--- config.mk ---
export PLATFORM = sky130hd
export DESIGN_NAME = muldiv_sequencer
export DESIGN_NICKNAME = d
export VERILOG_FILES = /design/src/rtl/muldiv_sequencer.sv
export SDC_FILE = /design/constraint.sdc
export NUM_CORES = 2
export LEC_CHECK = 0
export CAP_MARGIN = 0
export CORE_MARGIN = 4
export CORE_UTILIZATION = 65
export CTS_CLUSTER_SIZE = 10
export DETAILED_ROUTE_END_ITERATION = 12
export MAX_ROUTING_LAYER = met4
export PLACE_DENSITY = 0.85
export SYNTH_ARGS = -nofsm -noshare
export SYNTH_HDL_FRONTEND = slang
export SYNTH_SLANG_ARGS = --single-unit
--- constraint.sdc ---
create_clock -name clk -period 15.3 [get_ports clk]
set_clock_uncertainty 0.05 [all_clocks]
set_input_delay 1.53 -clock clk [delete_from_list [all_inputs] [get_ports clk]]
set_output_delay 1.53 -clock clk [all_outputs]
set_load 0.02 [all_outputs]
--- src/rtl/muldiv_sequencer.sv ---
`default_nettype none
// =============================================================================
// Module   : muldiv_sequencer
// Brief    : EX-stage sequencer for HI/LO multiply and 32-step restoring divide.
//            Optional macro DIVZERO_FAST_EN: a zero divisor completes in one cycle.
// Revision : 1.0
// =============================================================================
module muldiv_sequencer #(
    parameter int         MUL_LAT   = 4,
    parameter logic [5:0] ALU_MULT  = 6'd24,
    parameter logic [5:0] ALU_MULTU = 6'd25,
    parameter logic [5:0] ALU_DIV   = 6'd26,
    parameter logic [5:0] ALU_DIVU  = 6'd27,
    parameter logic [5:0] ALU_MUL   = 6'd28
) (
    input  logic        clk,
    input  logic        rst,
    input  logic        start,
    input  logic [5:0]  aluop,
    input  logic [31:0] src_a,
    input  logic [31:0] src_b,
    input  logic        flush,
    output logic        stall,
    output logic        done,
    output logic        hilo_we,
    output logic        gpr_we,
    output logic [31:0] hi,
    output logic [31:0] lo
);

    typedef enum logic [1:0] {
        S_IDLE = 2'd0,
        S_MUL  = 2'd1,
        S_DIV  = 2'd2,
        S_DONE = 2'd3
    } state_t;

    localparam logic [3:0] c_mul_last = 4'(MUL_LAT - 1);

    state_t      r_state;
    logic [31:0] r_a;          // multiplicand, or dividend shifting into quotient
    logic [31:0] r_b;
    logic [31:0] r_rem;
    logic [4:0]  r_cnt;
    logic [3:0]  r_mul_cnt;
    logic        r_signed;
    logic        r_neg_q;
    logic        r_neg_r;
    logic        r_gpr;
    logic        r_done;
    logic        r_hilo_we;
    logic        r_gpr_we;
    logic [31:0] r_hi;
    logic [31:0] r_lo;

    logic        w_is_mul;
    logic        w_is_div;
    logic        w_sgn;
    logic        w_accept;
    logic [31:0] w_abs_a;
    logic [31:0] w_abs_b;
    logic [63:0] w_ext_a;
    logic [63:0] w_ext_b;
    logic [63:0] w_prod;
    logic [32:0] w_trial;
    logic        w_ge;
    logic [31:0] w_rem_nx;
    logic [31:0] w_quo_nx;
    logic [31:0] w_q_fix;
    logic [31:0] w_r_fix;

    assign w_is_mul = (aluop == ALU_MULT) || (aluop == ALU_MULTU) || (aluop == ALU_MUL);
    assign w_is_div = (aluop == ALU_DIV) || (aluop == ALU_DIVU);
    assign w_sgn    = (aluop == ALU_MULT) || (aluop == ALU_MUL) || (aluop == ALU_DIV);
    assign w_accept = (r_state == S_IDLE) && start && !flush && (w_is_mul || w_is_div);

    assign w_abs_a = (w_sgn && src_a[31]) ? -src_a : src_a;
    assign w_abs_b = (w_sgn && src_b[31]) ? -src_b : src_b;

    // Operands widened to 64 bits so one unsigned multiplier serves both signednesses
    assign w_ext_a = r_signed ? {{32{r_a[31]}}, r_a} : {32'd0, r_a};
    assign w_ext_b = r_signed ? {{32{r_b[31]}}, r_b} : {32'd0, r_b};
    assign w_prod  = w_ext_a * w_ext_b;

    // 33-bit trial keeps divisors above 2^31 correct
    assign w_trial  = {r_rem, r_a[31]};
    assign w_ge     = (w_trial >= {1'b0, r_b});
    assign w_rem_nx = w_ge ? 32'(w_trial - {1'b0, r_b}) : w_trial[31:0];
    assign w_quo_nx = {r_a[30:0], w_ge};
    assign w_q_fix  = r_neg_q ? -w_quo_nx : w_quo_nx;
    assign w_r_fix  = r_neg_r ? -w_rem_nx : w_rem_nx;

    always_ff @(posedge clk) begin
        if (rst) begin
            r_state   <= S_IDLE;
            r_a       <= 32'd0;
            r_b       <= 32'd0;
            r_rem     <= 32'd0;
            r_cnt     <= 5'd0;
            r_mul_cnt <= 4'd0;
            r_signed  <= 1'b0;
            r_neg_q   <= 1'b0;
            r_neg_r   <= 1'b0;
            r_gpr     <= 1'b0;
            r_done    <= 1'b0;
            r_hilo_we <= 1'b0;
            r_gpr_we  <= 1'b0;
            r_hi      <= 32'd0;
            r_lo      <= 32'd0;
        end else begin
            r_done    <= 1'b0;
            r_hilo_we <= 1'b0;
            r_gpr_we  <= 1'b0;
            if (flush) begin
                r_state <= S_IDLE;
            end else begin
                case (r_state)
                    S_IDLE: begin
                        if (w_accept) begin
                            r_signed  <= w_sgn;
                            r_gpr     <= (aluop == ALU_MUL);
                            r_neg_q   <= w_sgn && (src_a[31] ^ src_b[31]);
                            r_neg_r   <= w_sgn && src_a[31];
                            r_rem     <= 32'd0;
                            r_cnt     <= 5'd0;
                            r_mul_cnt <= 4'd0;
                            if (w_is_mul) begin
                                r_a     <= src_a;
                                r_b     <= src_b;
                                r_state <= S_MUL;
                            end else begin
                                r_a <= w_abs_a;
                                r_b <= w_abs_b;
`ifdef DIVZERO_FAST_EN
                                // Zero divisor: all quotient bits are 1, remainder is |a|
                                if (src_b == 32'd0) begin
                                    r_state   <= S_DONE;
                                    r_hi      <= src_a;
                                    r_lo      <= (w_sgn && src_a[31]) ? 32'd1 : 32'hFFFF_FFFF;
                                    r_done    <= 1'b1;
                                    r_hilo_we <= 1'b1;
                                end else begin
                                    r_state <= S_DIV;
                                end
`else
                                r_state <= S_DIV;
`endif
                            end
                        end
                    end
                    S_MUL: begin
                        if (r_mul_cnt == c_mul_last) begin
                            r_state   <= S_DONE;
                            r_hi      <= w_prod[63:32];
                            r_lo      <= w_prod[31:0];
                            r_done    <= 1'b1;
                            r_gpr_we  <= r_gpr;
                            r_hilo_we <= !r_gpr;
                        end else begin
                            r_mul_cnt <= r_mul_cnt + 4'd1;
                        end
                    end
                    S_DIV: begin
                        r_a   <= w_quo_nx;
                        r_rem <= w_rem_nx;
                        r_cnt <= r_cnt + 5'd1;
                        if (r_cnt == 5'd31) begin
                            r_state   <= S_DONE;
                            r_hi      <= w_r_fix;
                            r_lo      <= w_q_fix;
                            r_done    <= 1'b1;
                            r_hilo_we <= 1'b1;
                        end
                    end
                    S_DONE:  r_state <= S_IDLE;
                    default: r_state <= S_IDLE;
                endcase
            end
        end
    end

    assign stall   = w_accept || (r_state == S_MUL) || (r_state == S_DIV);
    assign done    = r_done && !flush;
    assign hilo_we = r_hilo_we && !flush;
    assign gpr_we  = r_gpr_we && !flush;
    assign hi      = r_hi;
    assign lo      = r_lo;

endmodule
`default_nettype wire
==> metrics.txt <==
outcome finished clean; slew margin rel. around a fifth; crit path DAT roughly 11 ns; Setup crit start kind register; drt pass-1 iters 6; Final Hold Fails 0; number of synthesized flops with an enable pin 0; fin crit share approximately two thirds; grt ovf 0; largest cells by area after synthesis fa_1, inv_1, ha_1; Multi-input gate area between 40,000 and 50,000 sq um; Cell Area, Synth 60,400 sq um; All-Layer GR Usage a little over two fifths; Post-DRT Antenna Nets 0; largest net degree at the start of global routing ~120; commonest non-fill, non-tap cell in the layout inv_1; PostCTS Resize Cnt 0; PD cells ~21 nW/um^2; Detailed Place HPWL around 150 mm; Design Power between 1000 and 1500 uW; HP Class register to register; first-pass GRT wire length 301 mm; vias after detailed routing 49.0k; Num Clock Sinks 178; Worst Path Required roughly 16 ns; Hold Buf Count CTS 0; most frequent cells in the layout inv_1, fa_1, nand2_1, and2_1, ha_1; final slew viol count 0; WS Path Type register to register; largest area contributor in the synthesized netlist fa_1; number of global-route vias before repair 52.5k; DRC 0; RSZ-0062 raised after global routing false; Reg area roughly 3600 sq um; antenna violations before repair 13; VDD IR max 0.0000916 V; YS warnings 0; Filler Cell Count around 7.2k; Synth Register Bits ~180; Top cell by count, worst path fa_1; ys flop type dfxtp_1; Synth async-reset ratio 0%; total CTS buffers 17; CTS HTree Levels 4; Initial Utilization about two thirds; share of cells above drive strength 1 under 10%; Synth top area share 47.1%; crit path max fanout 24; Rows between 100 and 150; final setup fails 0; mean post-synth cell area ~9 sq um; Via density approximately 6; Initial DRC Count 5,220; placed cell count between 7k and 8k; syn_nets 8,681; Worst path top cell family by delay adder cells; core box area roughly 92,000 sq um; CTS root buf clkbuf_16; Non-Filler Instances 7,983; crit path max-delay cell type fa_1; buffer and inverter count on the worst path 7; Die W 313 um; die height ~310 um; Critical Path End Type register; max cap viols 0; fin crit period around 10 ns; Core Util, Final ~69%; CTS tree done; Area growth syn-to-layout 4.79%; Avg WL per Cell 24.2 um; Clock transition at path regs about 0.070 ns; # port buffers 141; Mapped Cells between 6k and 7k; Slew @ Worst Pin roughly 1.2 ns; die area about 98,000 sq um; wirelength, routed ~190 mm; CTS Buffer Depth 2; I/O pin count about 140; final hold slack about 0.41 ns; Fin Setup TNS 0 ns; GPL Wtd Cong slightly above 1; Synth cell types 79; post-CTS setup buffer count 0; slowest cell delay on critical path just over 0.8 ns; static leakage 0.0316 uW; post-synthesis sequential area ratio between 5 and 6%; fmax between 0.09 and 0.1 GHz; Nets approximately 8.6k; clock latency on the worst-skew pair ~0.5 ns
[report_power, final]
group / total, uW / internal [uW] / switching (uW)
sequential: 474 / 466 / 7.88
clock: 470 / 229 / 240
combinational: 377 / 123 / 254
total: 1320 / 819 / 502
[cell families (layout without fill, tap and decap cells)]
kind of cell | Yosys count | after routing | synth area share [%]
buffers and inverters | 1950 | 1838 | 12.1
DFF | 178 | 178 | 5.90
xor gates and xnor gates | 250 | 250 | 3.63
muxes | 24 | 24 | 0.410
and+or+nand+nor | 1913 | 1913 | 15.4
AOI/OAI and AO/OA | 746 | 746 | 8.08
other | 0 | 16 | 0
adders and majority gates | 1775 | 1775 | 54.4
[worst paths after layout]
check,start,end,slack [ns],cells past startpoint
min reg2reg,hi[13]$_SDFFE_PP0P_,hi[13]$_SDFFE_PP0P_,0.41,2
max,r_signed$_SDFFE_PP0P_,hi[31]$_SDFFE_PP0P_,4.94,30
min,hi[13]$_SDFFE_PP0P_,hi[13]$_SDFFE_PP0P_,0.41,2
max reg2reg,r_signed$_SDFFE_PP0P_,hi[31]$_SDFFE_PP0P_,4.94,30
[routing by layer]
| layer | GRT usage [%] | wire length (um) | vias up |
|---|---|---|---|
| met2 | 60.8 | 85000 | 3244 |
| li1 | - | - | 20300 |
| met5 | - | 0 | - |
| met3 | 13.3 | 26000 | 794 |
| met4 | 23.5 | 13600 | 0 |
| met1 | 52.1 | 68300 | 24700 |
[synthesized netlist by cell type, types with 23 or more instances]
cell type  count
fa_1        1420
a21o_1        58
xnor2_1      144
a211oi_1      79
nand2_1      726
and2_1       541
a31oi_1       50
and3_1        44
a21oi_1      200
o211ai_1      44
o21ai_0      131
nor3_1        56
o31ai_1       33
xor2_1       106
buf_1         33
inv_1       1575
clkbuf_1     334
or3_1         23
dfxtp_1      178
nand3_1       59
ha_1         351
nor2_1       316
[registers in the layout (all words and copies together) (netlist names), 2 cells and up]
signal	count
r_cnt	5
r_rem	32
r_b	32
lo	32
r_a	32
r_mul_cnt	4
hi	32
r_state	2
[per-stage QoR]
step / cell area, sq um / setup WS (ns)
3_5_place_dp: 62700 / 5.15
6_report: 63300 / 4.94
3_3_place_gp: 62700 / 5.28
5_1_grt: 63300 / 4.44
4_1_cts: 63200 / 5.08
2_1_floorplan: 60400 / 6.07
[area by class of cell]
| cell class | instances | area share [%] |
|---|---|---|
| Inverter | 1575 | 9.34 |
| Antenna cell | 16 | 0.0633 |
| Tap cell | 1243 | 2.46 |
| Clock inverter | 11 | 0.198 |
| Multi-Input combinational cell | 4708 | 78.3 |
| Timing Repair Buffer | 231 | 3.30 |
| Sequential cell | 178 | 5.67 |
| Clock buffer | 21 | 0.696 |
[tightest hold or removal path, cell delays in order (launching register included)]
cell	delay (ns)
dfxtp_1	0.31
nand2_1	0.05
a21oi_1	0.05
No activity file was read; power rests on OpenSTA's default activity.
